$ cat config.mk
export PLATFORM = sky130hd
export DESIGN_NAME = uart_rx_param
export DESIGN_NICKNAME = d
export VERILOG_FILES = /design/src/rtl/uart_rx_param.sv
export SDC_FILE = /design/constraint.sdc
export NUM_CORES = 1
export LEC_CHECK = 0
export BUFFER_PORTS_ARGS = -buffer_cell sky130_fd_sc_hd__buf_2
export CAP_MARGIN = 30
export CORE_UTILIZATION = 50
export DETAILED_ROUTE_END_ITERATION = 7
export GPL_TIMING_DRIVEN = 0
export HOLD_SLACK_MARGIN = 0.02
export PLACE_DENSITY = 0.68
export SYNTH_ARGS = -nofsm -noshare
export SYNTH_HDL_FRONTEND = slang
export SYNTH_SLANG_ARGS = --single-unit
$ cat constraint.sdc
create_clock -name clk -period 4.85 [get_ports clk]
set_clock_uncertainty 0.05 [all_clocks]
set_input_delay 0.97 -clock clk [delete_from_list [all_inputs] [get_ports clk]]
set_output_delay 0.97 -clock clk [all_outputs]
set_load 0.02 [all_outputs]
$ cat src/rtl/uart_rx_param.sv
// Parametrised UART receiver: 2-flop synchroniser, 3-sample majority vote, valid/ready holding register.
// Optional parity stage is compiled in when the macro UART_RX_PARITY_EN is defined.
module uart_rx_param #(
  parameter int CLK_FREQ   = 50_000_000,
  parameter int BAUD       = 9600,
  parameter int DATA_BITS  = 8,
  parameter int STOP_BITS  = 1,
  parameter int PARITY_ODD = 0
) (
  input  logic                 clk,
  input  logic                 rst_n,
  input  logic                 uart_rx,
  output logic [DATA_BITS-1:0] rx_data,
  output logic                 rx_valid,
  input  logic                 rx_ready,
  output logic                 frame_err,
  output logic                 parity_err,
  output logic                 overrun_err,
  output logic                 busy
);

  localparam int BAUD_CNT = CLK_FREQ / BAUD;
  localparam int HALF     = BAUD_CNT / 2;
  localparam int CNT_W    = $clog2(BAUD_CNT);
  localparam int BIT_W    = $clog2(DATA_BITS);

  localparam logic [CNT_W-1:0] C_LAST = CNT_W'(BAUD_CNT - 1);
  localparam logic [CNT_W-1:0] C_HM1  = CNT_W'(HALF - 1);
  localparam logic [CNT_W-1:0] C_HALF = CNT_W'(HALF);
  localparam logic [CNT_W-1:0] C_HP1  = CNT_W'(HALF + 1);
  localparam logic [BIT_W-1:0] C_BIT_LAST = BIT_W'(DATA_BITS - 1);

  if (DATA_BITS < 5 || DATA_BITS > 9 || (STOP_BITS != 1 && STOP_BITS != 2) ||
      (PARITY_ODD != 0 && PARITY_ODD != 1) || HALF < 2) begin : g_param_check
    $error("uart_rx_param: illegal parameter set");
  end

  typedef enum logic [2:0] {
    S_IDLE,
    S_START,
    S_DATA,
    S_PARITY,
    S_STOP
  } state_t;

  state_t                 r_state;
  state_t                 w_state_nxt;
  logic                   r_sync1;
  logic                   r_sync2;
  logic                   r_line_d;
  logic [CNT_W-1:0]       r_baud_cnt;
  logic [BIT_W-1:0]       r_bit_cnt;
  logic                   r_stop_cnt;
  logic                   r_samp0;
  logic                   r_samp1;
  logic [DATA_BITS-1:0]   r_shift;
  logic                   r_ferr;
  logic                   r_done;
  logic [DATA_BITS-1:0]   r_rx_data;
  logic                   r_rx_valid;
  logic                   r_frame_err;
  logic                   r_overrun;

  logic w_line;
  logic w_fall;
  logic w_last;
  logic w_dec;
  logic w_maj;
  logic w_final_stop;
  logic w_accept_new;

  assign w_line       = r_sync2;
  assign w_fall       = r_line_d & ~w_line;
  assign w_last       = (r_baud_cnt == C_LAST);
  assign w_dec        = (r_baud_cnt == C_HP1);
  assign w_maj        = (r_samp0 & r_samp1) | (r_samp0 & w_line) | (r_samp1 & w_line);
  assign w_final_stop = (STOP_BITS == 1) || r_stop_cnt;
  assign w_accept_new = ~r_rx_valid | rx_ready;

  // uart_rx is asynchronous; the third flop only provides the edge reference
  always_ff @(posedge clk or negedge rst_n) begin
    if (!rst_n) begin
      r_sync1  <= 1'b1;
      r_sync2  <= 1'b1;
      r_line_d <= 1'b1;
    end else begin
      r_sync1  <= uart_rx;
      r_sync2  <= r_sync1;
      r_line_d <= w_line;
    end
  end

  always_ff @(posedge clk or negedge rst_n) begin
    if (!rst_n) begin
      r_state <= S_IDLE;
    end else begin
      r_state <= w_state_nxt;
    end
  end

  always_comb begin
    w_state_nxt = r_state;
    case (r_state)
      S_IDLE: begin
        if (w_fall) w_state_nxt = S_START;
      end
      S_START: begin
        if (w_dec && w_maj)  w_state_nxt = S_IDLE;
        else if (w_last)     w_state_nxt = S_DATA;
      end
      S_DATA: begin
        if (w_last && (r_bit_cnt == C_BIT_LAST)) begin
`ifdef UART_RX_PARITY_EN
          w_state_nxt = S_PARITY;
`else
          w_state_nxt = S_STOP;
`endif
        end
      end
      S_PARITY: begin
        if (w_last) w_state_nxt = S_STOP;
      end
      // The final stop bit releases at its decision point so a fast transmitter can follow immediately
      S_STOP: begin
        if (w_dec && w_final_stop) w_state_nxt = S_IDLE;
      end
      default: w_state_nxt = S_IDLE;
    endcase
  end

  always_ff @(posedge clk or negedge rst_n) begin
    if (!rst_n) begin
      r_baud_cnt <= '0;
      r_bit_cnt  <= '0;
      r_stop_cnt <= 1'b0;
      r_samp0    <= 1'b1;
      r_samp1    <= 1'b1;
      r_shift    <= '0;
      r_ferr     <= 1'b0;
      r_done     <= 1'b0;
    end else begin
      if (r_state == S_IDLE || w_state_nxt == S_IDLE || w_last) begin
        r_baud_cnt <= '0;
      end else begin
        r_baud_cnt <= r_baud_cnt + 1'b1;
      end

      if (r_baud_cnt == C_HM1)  r_samp0 <= w_line;
      if (r_baud_cnt == C_HALF) r_samp1 <= w_line;

      if (r_state != S_DATA) begin
        r_bit_cnt <= '0;
      end else if (w_last) begin
        r_bit_cnt <= r_bit_cnt + 1'b1;
      end

      if (r_state == S_DATA && w_dec) r_shift[r_bit_cnt] <= w_maj;

      if (r_state != S_STOP) begin
        r_stop_cnt <= 1'b0;
      end else if (w_last) begin
        r_stop_cnt <= 1'b1;
      end

      if (r_state == S_IDLE) begin
        r_ferr <= 1'b0;
      end else if (r_state == S_STOP && w_dec && !w_maj) begin
        r_ferr <= 1'b1;
      end

      r_done <= (r_state == S_STOP) && w_dec && w_final_stop;
    end
  end

`ifdef UART_RX_PARITY_EN
  logic r_perr;
  logic r_parity_err;

  always_ff @(posedge clk or negedge rst_n) begin
    if (!rst_n) begin
      r_perr <= 1'b0;
    end else if (r_state == S_IDLE) begin
      r_perr <= 1'b0;
    end else if (r_state == S_PARITY && w_dec) begin
      r_perr <= w_maj ^ (^r_shift) ^ (PARITY_ODD != 0);
    end
  end

  always_ff @(posedge clk or negedge rst_n) begin
    if (!rst_n) begin
      r_parity_err <= 1'b0;
    end else if (r_done && w_accept_new) begin
      r_parity_err <= r_perr;
    end
  end

  assign parity_err = r_parity_err;
`else
  assign parity_err = 1'b0;
`endif

  // Completion cycle: load the holding register if it is free or being drained, else drop and flag
  always_ff @(posedge clk or negedge rst_n) begin
    if (!rst_n) begin
      r_rx_data   <= '0;
      r_rx_valid  <= 1'b0;
      r_frame_err <= 1'b0;
      r_overrun   <= 1'b0;
    end else begin
      r_overrun <= 1'b0;
      if (r_done) begin
        if (w_accept_new) begin
          r_rx_data   <= r_shift;
          r_frame_err <= r_ferr;
          r_rx_valid  <= 1'b1;
        end else begin
          r_overrun <= 1'b1;
        end
      end else if (r_rx_valid && rx_ready) begin
        r_rx_valid <= 1'b0;
      end
    end
  end

  assign rx_data     = r_rx_data;
  assign rx_valid    = r_rx_valid;
  assign frame_err   = r_frame_err;
  assign overrun_err = r_overrun;
  assign busy        = (r_state != S_IDLE);

endmodule

==> insert_results.sql, run 1 <==
INSERT INTO impl_metrics (metric_group, metric, value, unit) VALUES
('layout', 'post_route_cell_area', '2360', 'um^2'),
('synth', 'ys_dominant_reg_cell', 'dfrtp_1', ''),
('synth', 'yosysTopAreaCellShare', '0.481', ''),
('setup_path', 'worst_r2r_startpoint', 'r_baud_cnt[0]', ''),
('floorplan', 'dieHeight', '66.5', 'um'),
('setup_path', 'r2r-end', 'r_baud_cnt[8]', ''),
('setup_path', 'crit_fanout', '6', ''),
('timing', 'clock.fmax', '393', 'MHz'),
('timing', 'final.period_utilization', '0.524', ''),
('setup_path', 'r2r_slack', '2.34', 'ns'),
('layout', 'final_cell_mix', '40 x dfrtp_1, 24 x nor2_1, 17 x mux2_1', ''),
('floorplan', 'boundaryPins', '17', ''),
('synth', 'synthArstFlopShare', '1.00', ''),
('global_routing', 'grt_antenna_before_repair', '0', ''),
('placed_design', 'hpwlAfterDp', '2480', 'um'),
('setup_path', 'timing.critical_path.to_type', 'output port', ''),
('global_routing', 'total_congestion_overflow_after_global_routing', '0', ''),
('floorplan', 'start_util', '0.520', ''),
('synth', 'proportion_of_synthesized_chip_area_in_sequential_cells', '0.544', ''),
('timing', 'count_of_endpoints_failing_hold_in_the_final_timing_report', '0', ''),
('synth', 'syn_nets', '192', ''),
('synth', 'syn-mean-instance-area', '11.4', 'um^2'),
('route', 'totalWireLength', '3460', 'um'),
('synth', 'synthesis.yosys.warnings', '0', ''),
('synth', 'synth-seq-cells', '45', ''),
('setup_path', 'cell_count_of_the_worst_reg_to_reg_path', '8', ''),
('floorplan', 'fp.dieArea', '4430', 'um^2'),
('synth', 'number_of_synthesized_flops_with_an_enable_pin', '0', ''),
('global_routing', 'grtUsageMet2', '0.319', ''),
('global_routing', 'grt_max_degree', '46', ''),
('synth', 'mappedNetlistArea', '2080', 'um^2'),
('run', 'cap_violations', '0', ''),
('worst_hold_path', 'class_of_the_tightest_hold_or_removal_check', 'register to register', ''),
('pwr', 'switching_share', '0.254', ''),
('route', 'wl_per_cell', '13.5', 'um'),
('pwr', 'total_switching_power', '0.000205', 'W'),
('global_routing', 'total_routing_usage_gr', '0.186', ''),
('timing', 'finalSetupViolCount', '0', ''),
('synth', 'ys_top_cells_by_area', 'dfrtp_1 48%, mux2_1 9.2%, dfstp_2 6.3%, nor2_1 4.3%, xor2_1 3.8%', ''),
('worst_hold_path', 'endpoint_with_the_worst_hold_slack', 'r_sync2', ''),
('synth', 'largest_area_contributor_in_the_synthesized_netlist', 'dfrtp_1', ''),
('floorplan', 'floorplan.core_area', '4000', 'um^2'),
('clock_tree', 'clkTransAtPathRegs', '0.08', 'ns'),
('clock_tree', 'cts_buffers', '5', ''),
('layout', 'post_route_cells_drive_above_1_share', '0.179', ''),
('placed_design', 'gp_congestion', '0.899', ''),
('route', 'route.vias.total', '1385', ''),
('clock_tree', 'h-tree-depth', '2', ''),
('setup_path', 'cp-start-kind', 'register', ''),
('route', 'initialDrtViolationCount', '93', ''),
('floorplan', 'fp.dieW', '66.5', 'um'),
('pwr', 'static-leakage-power', '1.12', 'nW'),
('setup_path', 'arrival', '1.52', 'ns'),
('timing', 'rsz0062_at_grt', 'false', ''),
('outcome', 'run_status', 'finished clean', ''),
('global_routing', 'global_route_track_usage_on_met1', '0.212', ''),
('timing', 'timing.max_slew.rel_slack', '0.654', ''),
('global_routing', 'global_route_wire_length_before_repair', '6000', 'um'),
('clock_tree', 'insertion_delay', '0.30', 'ns'),
('global_routing', 'grt_busiest_layer', 'met2', ''),
('global_routing', 'grt.met3_usage', '0.0411', ''),
('layout', 'n_antenna_cell', '0', ''),
('clock_tree', 'cts_hold_buffers', '0', ''),
('route', 'detail_route.drc_violations', '0', ''),
('placed_design', 'place_area', '2220', 'um^2'),
('layout', 'synthesis_to_finish_area_growth', '13.2', '%'),
('pwr', 'combinationalPowerShare', '0.122', ''),
('floorplan', 'num_rows', '23', ''),
('pwr', 'power.sequential.fraction', '0.520', ''),
('synth', 'unique_masters_post_synth', '43', ''),
('layout', 'final.fill_count', '328', '');
[worst max-delay path, cell delays in order (launching register included)]
cell,delay (ns)
dfrtp_1,0.44
nor3_1,0.48
inv_1,0.12
buf_2,0.18
[area by class of cell]
class,count,area [um^2],share of cell area
sequential,45,1130,0.481
clock inverter,1,30.0,0.0127
buffer,4,20.0,0.00850
timing repair buffer,16,95.1,0.0404
clock buffer,7,86.3,0.0366
multi-input combinational,126,900,0.382
inverter,8,30.0,0.0127
tap,50,62.6,0.0266
[stage by stage]
| stage | power (W) | utilization | instances | hold slack [ns] |
|---|---|---|---|---|
| CTS | 0.000809 | 0.584 | 256 | 0.308 |
| detailed placement | 0.000520 | 0.555 | 248 | 0.297 |
| global route | 0.000841 | 0.589 | 257 | 0.312 |
| floorplan | 0.000487 | - | 183 | 0.295 |
| global placement | 0.000514 | 0.555 | 248 | 0.296 |
| finish | 0.000804 | 0.589 | 257 | 0.308 |
[power groups by stage]
| stage | clock (W) | sequential (W) | combinational [W] |
|---|---|---|---|
| global route | 0.000307 | 0.000421 | 0.000113 |
| floorplan | 0 | 0.000419 | 0.0000682 |
| detailed placement | 0 | 0.000424 | 0.0000961 |
| global placement | 0 | 0.000422 | 0.0000914 |
| CTS | 0.000294 | 0.000417 | 0.0000981 |
| finish | 0.000288 | 0.000418 | 0.0000982 |
[layer usage]
layer,vias to the layer above,share of wire
met5,-,0
met2,21,0.50
li1,679,-
met1,680,0.45
met3,5,0.034
met4,0,0.014
[worst max-delay path by stage]
stage             startpoint             to  cells after the start
2_1_floorplan  r_baud_cnt[4]     r_shift[0]                      5
3_3_place_gp   r_baud_cnt[0]  r_baud_cnt[3]                      8
3_5_place_dp   r_baud_cnt[0]  r_baud_cnt[8]                      8
4_1_cts           r_state[2]           busy                      3
5_1_grt        r_baud_cnt[0]  r_baud_cnt[8]                      8
6_report          r_state[2]           busy                      3
[cells by family after synthesis]
group,Yosys count,share of synthesized area
AND/OR/NAND/NOR,79,0.213
flip-flops,45,0.544
multiplexers,18,0.0974
XOR/XNOR,12,0.0505
buffers and inverters,12,0.0240
AO/OA/AOI/OAI,10,0.0343
adder cells (fa/ha/maj),6,0.0355
other,1,0.00180
[sequential cells by signal, summed over array words and instances, names as in the netlist]
signal / flops
rx_valid: 1
r_done: 1
r_bit_cnt: 3
r_samp0: 1
r_sync2: 1
r_samp1: 1
overrun_err: 1
r_line_d: 1
frame_err: 1
r_sync1: 1
r_ferr: 1
r_state: 3
r_baud_cnt: 13
rx_data: 8
r_shift: 8
[synthesized netlist by cell type, types with 2 or more instances]
| cell type | number |
|---|---|
| nor3_2 | 2 |
| nand2_1 | 15 |
| a21oi_1 | 3 |
| nand3b_1 | 2 |
| xor2_1 | 9 |
| nand3_1 | 5 |
| dfstp_2 | 5 |
| nor3_1 | 4 |
| nor2_1 | 24 |
| inv_1 | 8 |
| clkbuf_1 | 2 |
| mux2_1 | 17 |
| xnor2_1 | 3 |
| dfrtp_1 | 40 |
| nand4_1 | 6 |
| ha_1 | 5 |
| nor4_1 | 2 |
| nand2b_1 | 6 |
(Power assumes the default switching activity.)
==> inputs of run 2 (changes only) <==
PLACE_DENSITY = 0.71   (was 0.68)
clock period = 2.1 ns   (was 4.85 ns; I/O delays follow)
==> run 2 against run 1 <==
  * The flow now finishes with violations (setup timing)
  * Combinational power grew to 3.0 times the previous value
  * Worst hold slack worse by 0.14 ns
  * Sequential power up 130%
  * Cell area increased by 9.7%
  * Critical path depth is 3 higher
  * Power up 140%
  * Flip-flop and latch count unchanged
  * Cell count is 4.7% higher
  * Worst setup slack got worse by 2.6 ns
  * Clock power increased by 130%
  * Routed wire length grew 19%
  * Critical path type is now register to register
  * Largest cell class unchanged
==> insert_results.sql, run 2 (synthesis gave the netlist of run 1 again) <==
INSERT INTO impl_metrics (metric_group, metric, value, unit) VALUES
('layout', 'post_route_cell_area', '2580', 'um^2'),
('setup_path', 'required_time_reported_for_the_critical_path_endpoint', '2.24', 'ns'),
('floorplan', 'start_util', '0.520', ''),
('route', 'detail_route.drc_violations', '0', ''),
('setup_path', 'timing.critical_path.buf_inv', '1', ''),
('clock_tree', 'insertion_delay', '0.30', 'ns'),
('floorplan', 'fp.dieArea', '4430', 'um^2'),
('floorplan', 'dieHeight', '66.5', 'um'),
('clock_tree', 'clkTransAtPathRegs', '0.08', 'ns'),
('setup_path', 'arrival', '2.49', 'ns'),
('pwr', 'p_per_cell_area', '747', 'nW/um^2'),
('timing', 'rsz0062_at_grt', 'true', ''),
('setup_path', 'worst_r2r_startpoint', 'r_baud_cnt[6]', ''),
('route', 'average_via_count_per_standard_cell', '5.37', ''),
('placed_design', 'buffer_ports.inserted', '15', ''),
('pwr', 'static-leakage-power', '1.18', 'nW'),
('global_routing', 'grt_pass1_vias', '1551', ''),
('placed_design', 'place_area', '2220', 'um^2'),
('outcome', 'run_status', 'finished, violations left', ''),
('route', 'totalWireLength', '4110', 'um'),
('setup_path', 'crit_fanout', '5', ''),
('route', 'final_antenna_net_count', '0', ''),
('layout', 'most_common_cell_after_layout_fill_and_taps_aside', 'dfrtp_1', ''),
('outcome', 'failing_checks', 'setup timing', ''),
('setup_path', 'critical_path.max_stage_delay', '0.56', 'ns'),
('timing', 'count_of_endpoints_failing_hold_in_the_final_timing_report', '0', ''),
('pwr', 'vdd_ir_drop_max', '0.443', 'mV'),
('setup_path', 'cp_top_family', 'simple AND/OR/NAND/NOR gates', ''),
('clock_tree', 'clk_path_buf_depth', '2', ''),
('run', 'cap_violations', '0', ''),
('route', 'route.vias.total', '1444', ''),
('clock_tree', 'root_buffer', 'clkbuf_8', ''),
('clock_tree', 'cts.sink_count', '45', ''),
('timing', 'timing.max_slew.rel_slack', '0.598', ''),
('setup_path', 'setup.worst_path.start', 'r_baud_cnt[6]', ''),
('layout', 'post_route_cells_drive_above_1_share', '0.320', ''),
('timing', 'clock.fmax', '426', 'MHz'),
('setup_path', 'setup.worst_path.class', 'register to register', ''),
('route', 'wl_per_cell', '15.3', 'um'),
('clock_tree', 'cts_buffers', '5', ''),
('timing', 'final-max-slew-violation-count', '0', ''),
('layout', 'largest_register_ffs', '13', ''),
('layout', 'final_cell_mix', '37 x dfrtp_1, 16 x nor2_1, 15 x nand2_1, 15 x buf_2', ''),
('worst_hold_path', 'timing.hold.worst.start', 'uart_rx', ''),
('floorplan', 'floorplan.core_area', '4000', 'um^2'),
('route', 'firstDrtPassIters', '4', ''),
('clock_tree', 'h-tree-depth', '2', ''),
('timing', 'period_needed', '2.35', 'ns'),
('layout', 'synthesis_to_finish_area_growth', '24.1', '%'),
('timing', 'totalNegativeSetupSlack', '-3.28', 'ns'),
('timing', 'final.period_utilization', '1.12', ''),
('global_routing', 'total_routing_usage_gr', '0.223', ''),
('setup_path', 'timing.critical_path.cells', 'or4b_4 -> nor4b_4 -> buf_4 -> nand4_1 -> nor3_2 -> mux2_4', ''),
('timing', 'fin_worst_setup_slack', '-0.248', 'ns'),
('global_routing', 'grt_max_degree', '46', ''),
('layout', 'largest_register', 'r_baud_cnt', ''),
('floorplan', 'boundaryPins', '17', ''),
('global_routing', 'total_congestion_overflow_after_global_routing', '0', ''),
('floorplan', 'num_rows', '23', ''),
('setup_path', 'cp-start-kind', 'register', ''),
('floorplan', 'fp.dieW', '66.5', 'um'),
('clock_tree', 'tritoncts', 'yes', ''),
('timing', 'worst_slew_pin_slew', '0.599', 'ns'),
('layout', 'final.fill_count', '299', ''),
('global_routing', 'global_route_wire_length_before_repair', '7160', 'um'),
('global_routing', 'grt_antenna_before_repair', '0', ''),
('worst_hold_path', 'class_of_the_tightest_hold_or_removal_check', 'input pin to register', ''),
('placed_design', 'hpwlAfterDp', '2650', 'um'),
('setup_path', 'timing.critical_path.slowest_stage_cell', 'or4b_4', ''),
('route', 'initialDrtViolationCount', '95', ''),
('layout', 'n_antenna_cell', '0', ''),
('placed_design', 'gp_congestion', '0.824', ''),
('layout', 'final_nets', '227', ''),
('setup_path', 'timing.critical_path.to_type', 'register', ''),
('timing', 'finalSetupViolCount', '19', '');
[run 2: cell type report]
cell class | instances | area (um^2) | share of cell area
Timing Repair Buffer | 29 | 203 | 0.0785
Clock inverter | 1 | 30.0 | 0.0116
Sequential cell | 45 | 1140 | 0.440
Clock buffer | 7 | 86.3 | 0.0334
Inverter | 8 | 30.0 | 0.0116
Buffer | 3 | 22.5 | 0.00872
Tap cell | 50 | 62.6 | 0.0242
Multi-Input combinational cell | 126 | 1010 | 0.392
[run 2: worst register-to-register path, cell delays in order, from the launching register on]
cell and delay, ns:
dfrtp_2 0.42, or4b_4 0.56, nor4b_4 0.23, buf_4 0.18, nand4_1 0.23, nor3_2 0.25
mux2_4 0.32
[run 2: timing repair]
action	4_1_cts	5_1_grt
setup endpoints to repair	23	20
hold buffers	0	1
buffers inserted	9	3
gates resized for setup	28	7
pin swaps	12	5
endpoints found under the hold margin	0	10
cloned	1	0
[run 2: through the flow]
step	total power [W]	setup slack, ns	cells	util	hold WS [ns]
2_1_floorplan	0.00112	-0.0339	183	-	0.0744
3_3_place_gp	0.00119	-0.299	248	0.555	0.295
3_5_place_dp	0.00121	-0.380	248	0.555	0.299
4_1_cts	0.00195	-0.209	265	0.629	0.159
5_1_grt	0.00203	-0.314	269	0.646	0.150
6_report	0.00193	-0.248	269	0.646	0.165
[run 2: where the power goes]
group          switching, W  internal, W  leakage [nW]  total [W]
registers         0.0000618     0.000909         0.597   0.000970
logic              0.000164     0.000131         0.523   0.000296
clock network      0.000277     0.000388        0.0585   0.000665
total              0.000503      0.00143          1.18    0.00193
[run 2: path summary, 6_finish.rpt]
kind	cells after the start	slack (ns)	end
min in group asynchronous	2	0.52	r_baud_cnt[1]
max	6	-0.25	r_shift[1]
min reg2reg	0	0.31	r_sync2
max in group asynchronous	3	1.00	r_baud_cnt[7]
max reg2reg	6	-0.25	r_shift[1]
min	1	0.17	r_sync1
[run 2: layer usage]
layer,wire length (um),vias to the layer above,global-route usage
met5,0,-,0
met4,78,0,0.101
met3,141,8,0.0634
met2,2160,25,0.378
met1,1740,714,0.260
li1,-,697,-
==> inputs of run 3 (changes only) <==
CORE_MARGIN = 4   (was unset)
==> run 3 against run 2 <==
  * The run still ends with setup timing left
  * Via count decreased by 1.0%
  * Register-to-register slack better by 0.08 ns
  * Critical endpoint is now r_shift[0]
  * Routed wire length down 0.92%
  * Flip-flop and latch count is the same
  * Largest power group unchanged
  * Die area is 19% higher
  * Combinational power is 2% lower
==> insert_results.sql, run 3 (synthesis gave the netlist of run 1 again) <==
INSERT INTO impl_metrics (metric_group, metric, value, unit) VALUES
('timing', 'rsz0062_at_grt', 'true', ''),
('clock_tree', 'root_buffer', 'clkbuf_8', ''),
('timing', 'timing.max_slew.rel_slack', '0.662', ''),
('layout', 'largest_register_ffs', '13', ''),
('worst_hold_path', 'class_of_the_tightest_hold_or_removal_check', 'input pin to register', ''),
('layout', 'layout.cells.non_filler', '269', ''),
('pwr', 'total_switching_power', '0.000502', 'W'),
('floorplan', 'floorplan.core_area', '4000', 'um^2'),
('floorplan', 'dieHeight', '72.5', 'um'),
('clock_tree', 'clk_path_buf_depth', '2', ''),
('setup_path', 'arrival', '2.41', 'ns'),
('route', 'average_via_count_per_standard_cell', '5.31', ''),
('timing', 'clock.fmax', '441', 'MHz'),
('layout', 'final_nets', '227', ''),
('layout', 'largest_register', 'r_baud_cnt', ''),
('route', 'final_antenna_net_count', '0', ''),
('route', 'firstDrtPassIters', '4', ''),
('pwr', 'power.sequential.fraction', '0.501', ''),
('clock_tree', 'cts_buffers', '5', ''),
('setup_path', 'setup.worst_path.class', 'register to register', ''),
('pwr', 'static-leakage-power', '1.20', 'nW'),
('pwr', 'switching_share', '0.260', ''),
('run', 'cap_violations', '0', ''),
('route', 'totalWireLength', '4080', 'um'),
('layout', 'synthesis_to_finish_area_growth', '22.7', '%'),
('pwr', 'p_per_cell_area', '756', 'nW/um^2'),
('setup_path', 'cp-start-kind', 'register', ''),
('placed_design', 'gp_congestion', '0.880', ''),
('floorplan', 'num_rows', '23', ''),
('timing', 'final.period_utilization', '1.08', ''),
('global_routing', 'total_routing_usage_gr', '0.178', ''),
('pwr', 'combinationalPowerShare', '0.150', ''),
('floorplan', 'boundaryPins', '17', ''),
('global_routing', 'grt_antenna_before_repair', '0', ''),
('clock_tree', 'cts.sink_count', '45', ''),
('pwr', 'vdd_ir_drop_max', '0.655', 'mV'),
('clock_tree', 'clkTransAtPathRegs', '0.08', 'ns'),
('layout', 'layout.core_utilization', '0.638', ''),
('timing', 'finalSetupViolCount', '19', ''),
('placed_design', 'dpl_worst_slack', '-0.392', 'ns'),
('placed_design', 'dp_cells', '248', ''),
('layout', 'post_route_cells_drive_above_1_share', '0.292', ''),
('timing', 'fin_worst_setup_slack', '-0.168', 'ns'),
('clock_tree', 'tritoncts', 'yes', ''),
('floorplan', 'fp.dieW', '72.5', 'um'),
('clock_tree', 'insertion_delay', '0.30', 'ns'),
('setup_path', 'crit_fanout', '4', ''),
('global_routing', 'global_route_wire_length_before_repair', '7150', 'um'),
('timing', 'worst_slew_pin_slew', '0.507', 'ns'),
('pwr', 'design_power_total', '0.00193', 'W'),
('timing', 'totalNegativeSetupSlack', '-2.60', 'ns'),
('floorplan', 'start_util', '0.520', ''),
('placed_design', 'buffer_ports.inserted', '15', ''),
('setup_path', 'timing.critical_path.to_type', 'register', ''),
('outcome', 'run_status', 'finished, violations left', ''),
('placed_design', 'hpwlAfterDp', '2680', 'um'),
('layout', 'n_antenna_cell', '0', ''),
('setup_path', 'required_time_reported_for_the_critical_path_endpoint', '2.24', 'ns'),
('timing', 'final-max-slew-violation-count', '0', ''),
('layout', 'final_cell_mix', '37 x dfrtp_1, 23 x nor2_1, 15 x buf_2', ''),
('timing', 'period_needed', '2.27', 'ns'),
('global_routing', 'grt_max_degree', '46', ''),
('floorplan', 'fp.dieArea', '5260', 'um^2'),
('route', 'route.vias.total', '1429', ''),
('pwr', 'pwr-share-clk', '0.349', ''),
('timing', 'count_of_endpoints_failing_hold_in_the_final_timing_report', '0', ''),
('clock_tree', 'h-tree-depth', '2', ''),
('route', 'wl_per_cell', '15.2', 'um'),
('global_routing', 'total_congestion_overflow_after_global_routing', '0', ''),
('layout', 'most_common_cell_after_layout_fill_and_taps_aside', 'dfrtp_1', ''),
('route', 'initialDrtViolationCount', '82', ''),
('global_routing', 'grt_pass1_vias', '1517', ''),
('outcome', 'failing_checks', 'setup timing', ''),
('pwr', 'internal_power_of_the_cells', '0.00143', 'W'),
('route', 'detail_route.drc_violations', '0', '');
## run 3: worst paths after layout
path | to | cells past startpoint | startpoint | slack [ns]
worst min-delay path | r_sync1 | 1 | uart_rx | 0.16
min in group asynchronous | frame_err | 2 | rst_n | 0.39
worst max-delay path | r_shift[0] | 6 | r_baud_cnt[4] | -0.17
worst min register to register | r_sync2 | 0 | r_sync1 | 0.31
max in group asynchronous | r_samp0 | 3 | rst_n | 1.15
worst max register to register | r_shift[0] | 6 | r_baud_cnt[4] | -0.17
## run 3: power groups by stage
| stage | Clock (W) | Sequential [W] | Combinational, W |
|---|---|---|---|
| finish | 0.000674 | 0.000967 | 0.000289 |
| global route | 0.000741 | 0.000975 | 0.000324 |
| CTS | 0.000696 | 0.000964 | 0.000281 |
| detailed placement | 0 | 0.000980 | 0.000222 |
| global placement | 0 | 0.000976 | 0.000212 |
| floorplan | 0 | 0.000967 | 0.000157 |
## run 3: per-stage QoR
step	hold slack (ns)	cell area, um^2
after floorplan	0.0744	2080
after global placement	0.295	2220
after detailed placement	0.297	2220
after CTS	0.155	2490
after global routing	0.145	2550
final	0.165	2550
## run 3: routing by layer
metal	GRT usage	wire, um
met2	0.321	2180
met1	0.201	1660
met3	0.0512	164
met4	0.0615	78
met5	0	0
## run 3: area by class of cell
| cell class | count | area [um^2] |
|---|---|---|
| fillers | 313 | 1450 |
| flip-flops and latches | 45 | 1140 |
| multi-input cells | 126 | 980 |
| repair buffers | 29 | 203 |
| clock buffers | 6 | 82.6 |
| well taps | 50 | 62.6 |
| clock inverters | 2 | 37.5 |
| inverters | 8 | 30.0 |
| plain buffers | 3 | 22.5 |
## run 3: critical path: stages, from the launching register on
cell and delay (ns):
dfrtp_1 0.39, or4b_4 0.57, nor4b_4 0.27, buf_4 0.17
nand4b_1 0.19, nor3_2 0.20, mux2_4 0.32
## run 3: what timing repair did
| action | in CTS | in global routing |
|---|---|---|
| cloned | 1 | 0 |
| gates resized for setup | 17 | 6 |
| endpoints found under the setup margin | 22 | 23 |
| pin swaps | 5 | 3 |
| hold buffers | 0 | 1 |
| hold endpoints to repair | 0 | 1 |
| setup buffers | 10 | 1 |
